[config.mk]
export PLATFORM = sky130hd
export DESIGN_NAME = fetch_redirect_ctrl
export DESIGN_NICKNAME = d
export VERILOG_FILES = /design/src/rtl/riscv_fetch_pkg.sv /design/src/rtl/branch_target_gen.sv /design/src/rtl/fetch_redirect_ctrl.sv
export SDC_FILE = /design/constraint.sdc
export NUM_CORES = 1
export LEC_CHECK = 0
export ABC_AREA = 1
export CORE_UTILIZATION = 42
export DETAILED_ROUTE_END_ITERATION = 8
export PLACE_DENSITY = 0.77
export SKIP_CTS_REPAIR_TIMING = 1
export SLEW_MARGIN = 20
export SYNTH_ARGS = -nofsm -noshare
export SYNTH_HDL_FRONTEND = slang
export SYNTH_SLANG_ARGS = --single-unit
export TNS_END_PERCENT = 20
[constraint.sdc]
create_clock -name clk -period 2.1 [get_ports clk]
set_input_delay 0.525 -clock clk [delete_from_list [all_inputs] [get_ports clk]]
set_output_delay 0.525 -clock clk [all_outputs]
set_load 0.05 [all_outputs]
[src/rtl/riscv_fetch_pkg.sv]
// Shared types and defaults for the instruction fetch sequencer.
package riscv_fetch_pkg;

  typedef enum logic [1:0] {
    BOOT,
    IDLE,
    WAIT,
    DISCARD
  } fetch_state_t;

  localparam logic [31:0] RESET_PC_DEFAULT = 32'h0000_0000;
  localparam int unsigned PC_STEP_DEFAULT  = 4;

  // Increment that sticks at all-ones instead of wrapping.
  function automatic logic [31:0] sat_inc(input logic [31:0] value);
    return (&value) ? value : value + 32'd1;
  endfunction

endpackage

[src/rtl/branch_target_gen.sv]
// Branch target adder: BranchAddr + (Extended_imm << 1), plus word-alignment check.
module branch_target_gen (
  input  logic [31:0] BranchAddr,
  input  logic [31:0] Extended_imm,
  output logic [31:0] Target,
  output logic        Misaligned
);

  logic [31:0] w_offset;

  // Immediate is in halfword units; the top bit shifts out, so the add wraps modulo 2^32.
  assign w_offset   = {Extended_imm[30:0], 1'b0};
  assign Target     = BranchAddr + w_offset;
  assign Misaligned = |Target[1:0];

endmodule

[src/rtl/fetch_redirect_ctrl.sv]
// Fetch sequencer: owns the PC, issues req/ready fetches and redirects on taken branches.
// Optional redirect/discard statistics counters are enabled by FETCH_REDIRECT_STATS_EN.
module fetch_redirect_ctrl
  import riscv_fetch_pkg::*;
#(
  parameter logic [31:0] RESET_PC = RESET_PC_DEFAULT,
  parameter int unsigned PC_STEP  = PC_STEP_DEFAULT
) (
  input  logic        clk,
  input  logic        rst_n,
  input  logic        Stall,
  input  logic        BranchValid,
  input  logic        BranchTaken,
  input  logic [31:0] BranchAddr,
  input  logic [31:0] Extended_imm,
  input  logic        ImemReady,
  input  logic [31:0] ImemData,
  output logic        ImemReq,
  output logic [31:0] ImemAddr,
  output logic [31:0] Inst,
  output logic [31:0] InstPC,
  output logic        InstValid,
  output logic        Flush,
  output logic        MisalignErr
`ifdef FETCH_REDIRECT_STATS_EN
  ,
  output logic [31:0] RedirectCount,
  output logic [31:0] DiscardCount
`endif
);

  fetch_state_t r_state;
  logic [31:0]  r_pc;
  logic [31:0]  r_pending;
  logic         r_req;
  logic [31:0]  r_inst;
  logic [31:0]  r_inst_pc;
  logic         r_inst_valid;
  logic         r_flush;
  logic         r_misalign;

  logic [31:0]  w_target;
  logic         w_misaligned;
  logic         w_taken;
  logic         w_redirect;
  logic [31:0]  w_pc_next;

  branch_target_gen u_target (
    .BranchAddr   (BranchAddr),
    .Extended_imm (Extended_imm),
    .Target       (w_target),
    .Misaligned   (w_misaligned)
  );

  assign w_taken    = BranchValid & BranchTaken;
  assign w_redirect = w_taken & ~w_misaligned;
  assign w_pc_next  = r_pc + 32'(PC_STEP);

  always_ff @(posedge clk or negedge rst_n) begin
    if (!rst_n) begin
      r_state      <= BOOT;
      r_pc         <= RESET_PC;
      r_pending    <= 32'h0;
      r_req        <= 1'b0;
      r_inst       <= 32'h0;
      r_inst_pc    <= 32'h0;
      r_inst_valid <= 1'b0;
      r_flush      <= 1'b0;
      r_misalign   <= 1'b0;
    end else begin
      r_flush      <= w_redirect;
      r_misalign   <= w_taken & w_misaligned;
      r_inst_valid <= 1'b0;
      unique case (r_state)
        BOOT: begin
          r_state <= IDLE;
          if (w_redirect) r_pc <= w_target;
        end
        IDLE: begin
          if (w_redirect) begin
            r_pc <= w_target;
          end else if (!Stall) begin
            r_state <= WAIT;
            r_req   <= 1'b1;
          end
        end
        WAIT: begin
          if (ImemReady) begin
            if (w_redirect) begin
              r_pc    <= w_target;
              r_state <= IDLE;
              r_req   <= 1'b0;
            end else begin
              r_inst       <= ImemData;
              r_inst_pc    <= r_pc;
              r_inst_valid <= 1'b1;
              r_pc         <= w_pc_next;
              // Stall only holds off the next request; this one has already completed.
              r_state      <= Stall ? IDLE : WAIT;
              r_req        <= ~Stall;
            end
          end else if (w_redirect) begin
            r_pending <= w_target;
            r_state   <= DISCARD;
          end
        end
        DISCARD: begin
          if (ImemReady) begin
            r_pc    <= w_redirect ? w_target : r_pending;
            r_state <= IDLE;
            r_req   <= 1'b0;
          end else if (w_redirect) begin
            r_pending <= w_target;
          end
        end
        default: begin
          r_state <= IDLE;
          r_req   <= 1'b0;
        end
      endcase
    end
  end

  assign ImemReq     = r_req;
  assign ImemAddr    = r_pc;
  assign Inst        = r_inst;
  assign InstPC      = r_inst_pc;
  assign InstValid   = r_inst_valid;
  assign Flush       = r_flush;
  assign MisalignErr = r_misalign;

`ifdef FETCH_REDIRECT_STATS_EN
  logic [31:0] r_redirect_cnt;
  logic [31:0] r_discard_cnt;
  logic        w_drop;

  assign w_drop = ImemReady & (((r_state == WAIT) & w_redirect) | (r_state == DISCARD));

  always_ff @(posedge clk or negedge rst_n) begin
    if (!rst_n) begin
      r_redirect_cnt <= 32'h0;
      r_discard_cnt  <= 32'h0;
    end else begin
      if (w_redirect) r_redirect_cnt <= sat_inc(r_redirect_cnt);
      if (w_drop)     r_discard_cnt  <= sat_inc(r_discard_cnt);
    end
  end

  assign RedirectCount = r_redirect_cnt;
  assign DiscardCount  = r_discard_cnt;
`endif

endmodule
==> tab_implementation.tex, run 1 <==
\begin{tabular}{lr}
\hline
Metric & Value \\
\hline
\multicolumn{2}{l}{\textbf{Synthesis}} \\
Simple-gate share of the synthesized area & between 30\% and 40\% \\
Top cells by area, synth & dfrtp\_1 38\%, nand2\_1 22\%, inv\_1 6.1\% \\
Post-synthesis share of cell area spent on full adders, half adders and majority gates & under 10\% \\
Proportion of register bits with asynchronous set or reset after synthesis & 100\% \\
EDFF count, synth & 0 \\
Yosys top cell area share & a little under two fifths \\
Netlist Area Pre-Place & 8790 um2 \\
Synth Instances & between 1,000 and 1,500 \\
Largest area contributor in the netlist & dfrtp\_1 \\
Commonest cells post-synth & 507 x nand2\_1, 144 x inv\_1, 134 x dfrtp\_1 \\
Xor and xnor area share after synthesis & $\sim$2.5\% \\
Most common cell in the netlist & nand2\_1 \\
Fraction of the mapped netlist area in compound gates & 10.5\% \\
Most used flip-flop cell after synthesis & dfrtp\_1 \\
Multiplexer area fraction after synthesis & 0\% \\
Syn\_nets & roughly 1,400 \\
Per-instance average area after synthesis & 6.80 um2 \\
Number of storage elements in the synthesis netlist & around 130 \\
Library cells used by synthesis & 45 \\
Main combinational cell family by area after synthesis & simple AND/OR/NAND/NOR gates \\
Share of the yosys chip area belonging to registers & between 30\% and 40\% \\
Warning count from the yosys run & 0 \\
\multicolumn{2}{l}{\textbf{Clocking}} \\
Clock Root Buffer & clkbuf\_16 \\
Clock transition time at the flip-flop clock pins of the worst setup and hold paths & 0.06 ns \\
Clock insertion delay at the later pin of the skew report & approximately 0.42 ns \\
Number of buffers added by the clock tree synthesis step & 17 \\
CTS sink cnt & approximately 130 \\
CTS tree & yes \\
CTS H-Tree Depth & 4 \\
Longest Clk Path Bufs & 2 \\
\multicolumn{2}{l}{\textbf{Pwr}} \\
Reg power frac & about 25\% \\
Pwr Total & 0.0194 W \\
Pint & about 0.0097 W \\
Comb power frac & about 60\% \\
Static Leak & slightly below 8 nW \\
Total power divided by cell area & 1400 nW/um2 \\
Switching power share of the total & 50.2\% \\
Clock power share & between 10\% and 20\% \\
Peak supply drop & 0.000737 V \\
Net switching power & a little under 0.01 W \\
\multicolumn{2}{l}{\textbf{Cells and area}} \\
Growth of design area from synthesis to finish & 57.4\% \\
Fraction of layout cells with a size suffix above 1 & about 28\% \\
Number of diodes & 0 \\
Fillcell total & roughly 1,600 \\
Nets & 1,763 \\
\multicolumn{2}{l}{\textbf{Critical path}} \\
Worst path buffer plus inverter count & 5 \\
Element type at the critical path end & register \\
Critical path's top delay family & buffers and inverters \\
Critical Path Source Type & input port \\
Largest stage delay, worst path & roughly 0.45 ns \\
Data required time at the worst endpoint & roughly 2.4 ns \\
Chain of cells forming the critical path & clkdlybuf4s50\_1 -> nand2\_1 -> nor3\_4 -> buf\_6 -> inv\_2 -> buf\_4 -> buf\_4 -> nand2\_1 -> a21oi\_1 -> o21ai\_0 -> o21ai\_0 -> a31oi\_1 \\
Crit path arrival time & roughly 2.4 ns \\
Master of the slowest instance on the critical path & clkdlybuf4s50\_1 \\
Start-to-end type of the worst setup path & in2reg \\
Critical-path maximum fanout & 5 \\
\multicolumn{2}{l}{\textbf{Global route}} \\
Number of global-route vias before repair & a little over 9,000 \\
Pin count of the biggest net entering global routing & 64 \\
Initial antenna violation count & 0 \\
Tot GR Track Use & between 20\% and 30\% \\
First-pass GRT wire length & $\sim$46,000 um \\
Gr ovfl total & 0 \\
\multicolumn{2}{l}{\textbf{Die}} \\
Rows & 52 \\
Initial core utilization & between 40\% and 50\% \\
Core outline area & slightly above 20,000 um2 \\
Total I/O pin count & between 200 and 250 \\
DIE AREA & $\sim$22,000 um2 \\
Vertical extent of the die & roughly 150 um \\
Die Span X & about 150 um \\
\multicolumn{2}{l}{\textbf{STA}} \\
Final setup viols & 0 \\
Worst-margin pin slew & $\sim$0.53 ns \\
RSZ-0062 raised after global routing & true \\
Post-route worst setup slack & approximately 0.0049 ns \\
Worst Skew & between 0.015 and 0.02 ns \\
Headroom to the max-slew limit & about 65\% \\
Max Clk Rate & around 480 MHz \\
Final Max Tran Viols & 0 \\
Min cycle time layout & approximately 2.1 ns \\
Post-route clock period utilization & 99.8\% \\
Final Hold Violating Endpoints & 0 \\
\multicolumn{2}{l}{\textbf{Drt}} \\
DRC violation count after routing & 0 \\
First drt pass iteration count & 5 \\
Count of routing violations after the opening detailed-route iteration & around 680 \\
Number of routed nets with antenna violations & 0 \\
Detailed-route wire length & $\sim$31,000 um \\
Total number of vias & just over 10,000 \\
WL/cell & about 16 um \\
Number of vias per cell after detailed routing & roughly 5.3 \\
\multicolumn{2}{l}{\textbf{Placement}} \\
Detailed placer's ending HPWL & approximately 22,000 um \\
Weighted congestion at the end of routability-driven global placement & a little over 0.9 \\
Post-placement setup slack & -0.708 ns \\
Count of port buffers added during placement & 200 \\
\multicolumn{2}{l}{\textbf{Run status}} \\
Result of the run & complete, no violations \\
\multicolumn{2}{l}{\textbf{Min path}} \\
Path type of the worst min-delay path & in2async \\
\multicolumn{2}{l}{\textbf{Flow run}} \\
Count of max-cap constraint violations & 0 \\
\hline
\end{tabular}
## routing by layer
layer | vias up | part of all wire, % | track usage (%)
li1 | 4786 | - | -
met1 | 4730 | 41 | 33.9
met2 | 529 | 47 | 43.8
met3 | 101 | 8.0 | 4.75
met4 | 0 | 4.1 | 12.2
met5 | - | 0 | 0
## stage by stage
step	cell area, um2	TNS [ns]	hold slack [ns]	utilization, %	std cells
floorplan	8820	0	0.229	-	1294
global placement	11900	-65.55	0.453	58.7	1862
detailed placement	11900	-68.90	0.458	58.7	1862
CTS	12500	-14.83	0.0612	61.5	1894
global route	13800	-0.389	0.0894	68.0	1908
finish	13800	0	0.0507	68.0	1908
## area by class of cell
| type | count | area [um2] | area share (%) |
|---|---|---|---|
| clock buffers | 21 | 450 | 3.25 |
| clock inverters | 11 | 126 | 0.913 |
| multi-input cells | 969 | 5680 | 41.0 |
| well taps | 270 | 338 | 2.44 |
| repair buffers | 346 | 3300 | 23.8 |
| inverters | 157 | 597 | 4.31 |
| flip-flops and latches | 134 | 3360 | 24.3 |
## placed cells by master, fill, tap and decap left out, types with 36 or more instances in the layout
cell             instances
a21oi_1                 36
buf_4                  193
clkdlybuf4s50_1         45
dfrtp_1                130
dlymetal6s2s_1          96
inv_1                  139
nand2_1                444
nand2_2                 57
nand3_1                 58
nor2_1                  77
o21ai_0                 47
## registers in the layout (all words and copies together), names as in the netlist
name,count
Inst,32
MisalignErr,1
ImemAddr,32
Flush,1
r_state,2
ImemReq,1
InstValid,1
r_pending,32
InstPC,32
## logic make-up (layout without fill, tap and decap cells)
group	after synthesis	after routing
AOI/OAI and AO/OA	164	164
adders and majority gates	36	36
DFF	134	134
and+or+nand+nor	744	744
xor gates and xnor gates	25	25
buffers and inverters	191	535
## power groups by stage
stage	logic (W)	clock network [W]	registers, W
after global routing	0.0125	0.00304	0.00491
after detailed placement	0.0110	0	0.00475
after floorplan	0.00373	0	0.00775
final	0.0117	0.00292	0.00477
after CTS	0.0111	0.00293	0.00472
after global placement	0.0108	0	0.00469
## path summary, 6_finish.rpt
| path | start | end | slack, ns | cells after the start |
|---|---|---|---|---|
| setup / recovery | BranchValid | ImemAddr[7] | 0.005 | 12 |
| hold / removal | rst_n | Inst[25] | 0.05 | 1 |
| setup reg to reg | ImemAddr[2] | ImemAddr[26] | 0.005 | 12 |
| hold reg to reg | Inst[7] | Inst[7] | 0.46 | 2 |
| max in group asynchronous | rst_n | InstPC[13] | 1.48 | 2 |
| min in group clk | Inst[7] | Inst[7] | 0.46 | 2 |
Note: power is estimated with default switching activity, not from simulation.
==> inputs of run 2 (changes only) <==
--- a/config.mk
+++ b/config.mk
@@ -8,7 +8,9 @@
 export ABC_AREA = 1
 export CORE_UTILIZATION = 42
 export DETAILED_ROUTE_END_ITERATION = 8
+export GPL_TIMING_DRIVEN = 0
 export PLACE_DENSITY = 0.77
+export REMOVE_ABC_BUFFERS = 1
 export SKIP_CTS_REPAIR_TIMING = 1
 export SLEW_MARGIN = 20
 export SYNTH_ARGS = -nofsm -noshare
==> run 2 against run 1 <==
  * Non-clock buffer count is 69 lower
  * Die area stayed put
  * Critical path type unchanged
  * Clock-buffer cell count is 4 lower
  * Sequential power hardly changed
  * Total power is 0.60% higher
  * Global-route usage is 2.4 points lower
  * Wire length is 2.2% higher
  * Worst hold slack better by 0.39 ns
  * The run now ends with setup timing left
==> tab_implementation.tex, run 2 (synthesis results as in run 1) <==
\begin{tabular}{lr}
\hline
Metric & Value \\
\hline
\multicolumn{2}{l}{\textbf{Drt}} \\
First drt pass iteration count & 5 (unchanged) \\
DRC violation count after routing & 0 (unchanged) \\
Number of routed nets with antenna violations & 0 (unchanged) \\
Total number of vias & 9,963 (-1.8\%) \\
Detailed-route wire length & 31,600 um (+2.2\%) \\
Count of routing violations after the opening detailed-route iteration & 979 (+44\%) \\
WL/cell & 17.1 um (+5.6\%) \\
Number of vias per cell after detailed routing & 5.39 (+1.4\%) \\
\multicolumn{2}{l}{\textbf{Clocking}} \\
CTS H-Tree Depth & 4 (unchanged) \\
Clock Root Buffer & clkbuf\_16 \\
CTS tree & yes \\
Clock transition time at the flip-flop clock pins of the worst setup and hold paths & 0.06 ns (about the same) \\
Clock insertion delay at the later pin of the skew report & 0.42 ns (about the same) \\
Longest Clk Path Bufs & 2 (unchanged) \\
Number of buffers added by the clock tree synthesis step & 17 (unchanged) \\
CTS sink cnt & 134 (unchanged) \\
\multicolumn{2}{l}{\textbf{STA}} \\
Final Max Tran Viols & 0 (unchanged) \\
Headroom to the max-slew limit & 51.0\% (-14 points) \\
Post-route clock period utilization & 114\% (+14 points) \\
Worst hold margin & 0.444 ns (+0.393 ns) \\
Worst Skew & 0.0155 ns (-0.000558 ns) \\
Sum of negative setup slack & -6.22 ns (-6.22 ns) \\
Final setup viols & 43 (+43) \\
Worst-margin pin slew & 0.735 ns (+0.207 ns) \\
Max Clk Rate & 418 MHz (-12\%) \\
RSZ-0062 raised after global routing & true \\
Post-route worst setup slack & -0.291 ns (-0.296 ns) \\
Min cycle time layout & 2.39 ns (+0.296 ns) \\
Final Hold Violating Endpoints & 0 (unchanged) \\
\multicolumn{2}{l}{\textbf{Pwr}} \\
Peak supply drop & 0.000838 V (+14\%) \\
Static Leak & 7.55 nW (-3.2\%) \\
Pwr Total & 0.0195 W (+0.60\%) \\
Total power divided by cell area & 1460 nW/um2 (+4.4\%) \\
\multicolumn{2}{l}{\textbf{Placement}} \\
Placed standard-cell area & 11,100 um2 (-7.4\%) \\
Count of port buffers added during placement & 200 (unchanged) \\
Weighted congestion at the end of routability-driven global placement & 0.929 (+0.77\%) \\
Detailed placer's ending HPWL & 19,600 um (-11\%) \\
Total instance count after detailed placement & 1,733 (-6.9\%) \\
\multicolumn{2}{l}{\textbf{Die}} \\
Core outline area & 20,400 um2 (unchanged) \\
Initial core utilization & 43.2\% (unchanged) \\
DIE AREA & 21,500 um2 (unchanged) \\
Die Span X & 147 um (unchanged) \\
Rows & 52 (unchanged) \\
Vertical extent of the die & 147 um (unchanged) \\
Total I/O pin count & 202 (unchanged) \\
\multicolumn{2}{l}{\textbf{Critical path}} \\
Critical-path maximum fanout & 4 (-1) \\
Element type at the critical path end & register \\
Crit path capture & ImemAddr[24] \\
Internal reg-to-reg setup slack & -0.06 ns (-0.06 ns) \\
Data required time at the worst endpoint & 2.41 ns (about the same) \\
FF-to-FF path depth & 13 (+1) \\
Reg2reg start & ImemAddr[3] \\
Start-to-end type of the worst setup path & in2reg \\
Startpoint of the most critical setup path & Extended\_imm[20] \\
Crit path arrival time & 2.70 ns (+0.29 ns) \\
Reg-to-Reg End & ImemAddr[19] \\
Critical Path Source Type & input port \\
\multicolumn{2}{l}{\textbf{Global route}} \\
Number of global-route vias before repair & 8,241 (-11\%) \\
First-pass GRT wire length & 41,700 um (-8.3\%) \\
Pin count of the biggest net entering global routing & 100 (+56\%) \\
Gr ovfl total & 0 (unchanged) \\
Tot GR Track Use & 24.1\% (-2.4 points) \\
Initial antenna violation count & 0 (unchanged) \\
\multicolumn{2}{l}{\textbf{Cells and area}} \\
Finished layout cell area & 13,300 um2 (-3.7\%) \\
Fraction of layout cells with a size suffix above 1 & 17.0\% (-11 points) \\
Nets & 1,703 (-3.4\%) \\
Number of diodes & 0 (unchanged) \\
Final Non-Filler Cells & 1,847 (-3.2\%) \\
Commonest non-fill, non-tap cells in the layout & 478 x nand2\_1, 143 x inv\_1, 134 x dfrtp\_1, 108 x dlymetal6s2s\_1, 90 x clkdlybuf4s50\_1 \\
Most common cell after layout, fill and taps aside & nand2\_1 \\
Growth of design area from synthesis to finish & 51.7\% \\
\multicolumn{2}{l}{\textbf{Flow run}} \\
Count of max-cap constraint violations & 0 (unchanged) \\
\multicolumn{2}{l}{\textbf{Run status}} \\
Violations in the final reports & setup timing \\
Result of the run & finished with violations \\
\multicolumn{2}{l}{\textbf{Min path}} \\
Path type of the worst min-delay path & in2reg \\
Worst Hold Launch & BranchAddr[0] \\
\hline
\end{tabular}
-- run 2: routing by layer --
metal  vias to the layer above  routed length (um)  global-route usage, %
li1                       4676                   -                      -
met1                      4543               12600                   33.1
met2                       620               14700                   39.5
met3                       124                2880                   3.04
met4                         0                1430                   7.86
met5                         -                   0                      0
-- run 2: final cells by class --
class	instances	area [um2]
Fill cell	1619	7030
Multi-Input combinational cell	973	5420
Sequential cell	134	3350
Timing Repair Buffer	277	2960
Inverter	157	624
Clock buffer	17	425
Tap cell	270	338
Clock inverter	14	174
Timing Repair inverter	5	40.0
-- run 2: how the worst min path moves through the flow --
stage | cells after the start | slack [ns] | to
finish | 3 | 0.44 | MisalignErr
global route | 3 | 0.45 | MisalignErr
CTS | 1 | -0.02 | MisalignErr
detailed placement | 1 | 0.42 | InstPC[0]
global placement | 2 | 0.45 | Inst[4]
floorplan | 0 | 0.23 | Flush
-- run 2: worst max-delay path, cell delays in order --
cell and delay, ns:
clkdlybuf4s50_1 0.51, ha_4 0.23, buf_4 0.13, a21oi_2 0.20
o21bai_1 0.12, nor2_1 0.16, nand4_1 0.26, nand3_2 0.18
nand2_1 0.09, nand2_1 0.08, nand3_1 0.10, nand2_1 0.07
inv_1 0.04
-- run 2: report_power, final --
part / switching [W] / total [W] / internal (W)
registers: 0.00100 / 0.00480 / 0.00380
logic: 0.00774 / 0.0116 / 0.00386
clock network: 0.00122 / 0.00309 / 0.00187
-- run 2: metrics by stage --
step	setup WS, ns	util [%]
finish	-0.291	65.5
floorplan	-1.90	-
CTS	-1.54	57.3
global route	-0.419	65.5
global placement	-4.91	53.9
detailed placement	-1.92	54.3
==> inputs of run 3 (changes only) <==
--- a/config.mk
+++ b/config.mk
@@ -6,6 +6,7 @@
 export NUM_CORES = 1
 export LEC_CHECK = 0
 export ABC_AREA = 1
+export CORE_ASPECT_RATIO = 1.5
 export CORE_UTILIZATION = 42
 export DETAILED_ROUTE_END_ITERATION = 8
 export GPL_TIMING_DRIVEN = 0
==> run 3 against run 2 <==
  * The flow still finishes with violations (setup timing)
  * Via count rose by 4.1%
  * Core utilization is 3.2 points higher
  * Setup slack got worse by 0.049 ns
  * Critical endpoint is now ImemAddr[26]
  * Largest cell class unchanged
==> tab_implementation.tex, run 3 (synthesis results as in run 1) <==
\begin{tabular}{lr}
\hline
Metric & Value \\
\hline
\multicolumn{2}{l}{\textbf{Drt}} \\
First drt pass iteration count & 8 (+3) \\
Detailed-route wire length & 35,100 um (+11\%) \\
Total number of vias & 10,400 (+4.1\%) \\
Number of routed nets with antenna violations & 0 (unchanged) \\
Number of vias per cell after detailed routing & 5.57 (+3.3\%) \\
Count of routing violations after the opening detailed-route iteration & 1,011 (+3.3\%) \\
WL/cell & 18.9 um (+10\%) \\
DRC violation count after routing & 0 (unchanged) \\
\multicolumn{2}{l}{\textbf{Critical path}} \\
Crit-path most repeated cell & nand2\_1 \\
Critical Path Source Type & input port \\
Internal reg-to-reg setup slack & -0.23 ns (-0.17 ns) \\
Crit path arrival time & 2.74 ns (+0.04 ns) \\
Data required time at the worst endpoint & 2.40 ns (about the same) \\
FF-to-FF path depth & 12 (-1) \\
Master of the slowest instance on the critical path & clkdlybuf4s50\_1 \\
Reg2reg start & ImemAddr[3] \\
Chain of cells forming the critical path & clkdlybuf4s50\_1 -> ha\_2 -> nand2\_2 -> inv\_1 -> nand2\_1 -> nand2\_1 -> a21oi\_1 -> nand4\_1 -> nand4\_1 -> nand2\_1 -> nor2\_2 -> nor2\_1 \\
Critical-path maximum fanout & 5 (+1) \\
Reg-to-Reg End & ImemAddr[26] \\
Largest stage delay, worst path & 0.46 ns (-0.05 ns) \\
Start-to-end type of the worst setup path & in2reg \\
Element type at the critical path end & register \\
\multicolumn{2}{l}{\textbf{Pwr}} \\
Static Leak & 8.17 nW (+8.1\%) \\
Peak supply drop & 0.000770 V (-8.1\%) \\
Total power divided by cell area & 1440 nW/um2 (-1.2\%) \\
\multicolumn{2}{l}{\textbf{Cells and area}} \\
Commonest non-fill, non-tap cells in the layout & 460 x nand2\_1, 147 x dlymetal6s2s\_1, 137 x inv\_1, 132 x dfrtp\_1, 82 x nor2\_1 \\
Nets & 1,721 (+1.1\%) \\
Finished layout cell area & 14,100 um2 (+5.5\%) \\
Fillcell total & 1,516 (-6.4\%) \\
Most common cell after layout, fill and taps aside & nand2\_1 \\
Final Non-Filler Cells & 1,860 (+0.70\%) \\
Fraction of layout cells with a size suffix above 1 & 20.1\% (+3.1 points) \\
Post-route core utilization & 68.6\% (+3.2 points) \\
Number of diodes & 0 (unchanged) \\
Growth of design area from synthesis to finish & 60.0\% \\
Multi-input logic area & 5580 um2 (+3.0\%) \\
Sequential cell area & 3360 um2 (about the same) \\
\multicolumn{2}{l}{\textbf{STA}} \\
Final setup viols & 63 (+47\%) \\
Post-route clock period utilization & 116\% (+2.4 points) \\
Final Max Tran Viols & 0 (unchanged) \\
Headroom to the max-slew limit & 59.3\% (+8.3 points) \\
RSZ-0062 raised after global routing & true \\
Final Hold Violating Endpoints & 0 (unchanged) \\
Worst-margin pin slew & 0.610 ns (-0.126 ns) \\
Worst Skew & 0.0123 ns (-0.00324 ns) \\
Worst hold margin & 0.0512 ns (-0.393 ns) \\
Max Clk Rate & 410 MHz (-2.0\%) \\
Post-route worst setup slack & -0.341 ns (-0.0494 ns) \\
Min cycle time layout & 2.44 ns (+0.0494 ns) \\
Sum of negative setup slack & -4.90 ns (+1.32 ns) \\
\multicolumn{2}{l}{\textbf{Placement}} \\
Placed standard-cell area & 11,000 um2 (-0.10\%) \\
Count of port buffers added during placement & 200 (unchanged) \\
Detailed placer's ending HPWL & 19,800 um (+1.2\%) \\
Weighted congestion at the end of routability-driven global placement & 0.929 (about the same) \\
Total instance count after detailed placement & 1,727 (-0.35\%) \\
\multicolumn{2}{l}{\textbf{Global route}} \\
Tot GR Track Use & 24.6\% (+0.46 points) \\
First-pass GRT wire length & 41,700 um (-0.15\%) \\
Pin count of the biggest net entering global routing & 94 (-6.0\%) \\
Gr ovfl total & 0 (unchanged) \\
Initial antenna violation count & 0 (unchanged) \\
Number of global-route vias before repair & 8,548 (+3.7\%) \\
\multicolumn{2}{l}{\textbf{Clocking}} \\
Clock transition time at the flip-flop clock pins of the worst setup and hold paths & 0.06 ns (about the same) \\
Clock Root Buffer & clkbuf\_16 \\
Number of buffers added by the clock tree synthesis step & 17 (unchanged) \\
Clock insertion delay at the later pin of the skew report & 0.43 ns (about the same) \\
CTS tree & yes \\
CTS H-Tree Depth & 4 (unchanged) \\
CTS sink cnt & 134 (unchanged) \\
Longest Clk Path Bufs & 2 (unchanged) \\
\multicolumn{2}{l}{\textbf{Run status}} \\
Result of the run & finished with violations \\
Violations in the final reports & setup timing \\
\multicolumn{2}{l}{\textbf{Die}} \\
Core outline area & 20,500 um2 (+0.66\%) \\
Total I/O pin count & 202 (unchanged) \\
Vertical extent of the die & 179 um (+22\%) \\
Die Span X & 120 um (-18\%) \\
DIE AREA & 21,500 um2 (about the same) \\
Rows & 64 (+23\%) \\
Initial core utilization & 42.9\% (-0.28 points) \\
\multicolumn{2}{l}{\textbf{Flow run}} \\
Count of max-cap constraint violations & 0 (unchanged) \\
\multicolumn{2}{l}{\textbf{Min path}} \\
Path type of the worst min-delay path & in2async \\
\hline
\end{tabular}
[run 3: cell count changes in the layout (fill, tap and decap cells not counted), sizes merged, moves of 2 or more]
cell           previous run  this run
clkdlybuf4s50            90        51
bufinv                    3         6
buf                      74        88
inv                     162       160
dlymetal6s2s            108       147
clkinvlp                  4         2
clkinv                    7        12
[run 3: worst max path at each step]
stage                   startpoint             to  slack, ns  cells past startpoint
global placement             rst_n      InstPC[1]      -4.97                      1
CTS                  BranchAddr[1]  r_pending[31]      -1.64                      9
detailed placement   BranchAddr[1]   r_pending[8]      -2.07                      9
global route          ImemAddr[15]   ImemAddr[26]      -0.45                     11
finish              BranchAddr[25]   ImemAddr[26]      -0.34                     12
floorplan            BranchAddr[1]     r_state[0]      -1.90                      8
[run 3: stage by stage]
step / setup WS [ns] / power, W
2_1_floorplan: -1.90 / 0.0114
3_3_place_gp: -4.97 / 0.0146
3_5_place_dp: -2.07 / 0.0148
4_1_cts: -1.64 / 0.0183
5_1_grt: -0.452 / 0.0212
6_report: -0.341 / 0.0203
[run 3: critical path: cells and delay by family]
kind | cells | cell delay [ns]
adder cells (fa/ha/maj) | 1 | 0.31
buffers and inverters | 2 | 0.51
AND/OR/NAND/NOR | 8 | 1.06
AO/OA/AOI/OAI | 1 | 0.33
[run 3: where the power goes]
group / switching, W / internal [W]
clock network: 0.00122 / 0.00224
logic: 0.00801 / 0.00404
registers: 0.000990 / 0.00381
[run 3: metal layers]
layer / global-route usage (%) / up-vias / wire length [um]
li1: - / 4698 / -
met1: 28.1 / 4884 / 12400
met2: 45.2 / 596 / 18100
met3: 2.99 / 190 / 2290
met4: 11.5 / 0 / 2340
met5: 0 / - / 0
[run 3: cell type report]
cell class | instances | share of cell area (%)
inverters | 157 | 4.66
clock inverters | 15 | 1.80
well taps | 264 | 2.35
flip-flops and latches | 134 | 23.8
multi-input cells | 974 | 39.7
repair buffers | 291 | 23.8
clock buffers | 17 | 3.02
repair inverters | 8 | 0.871
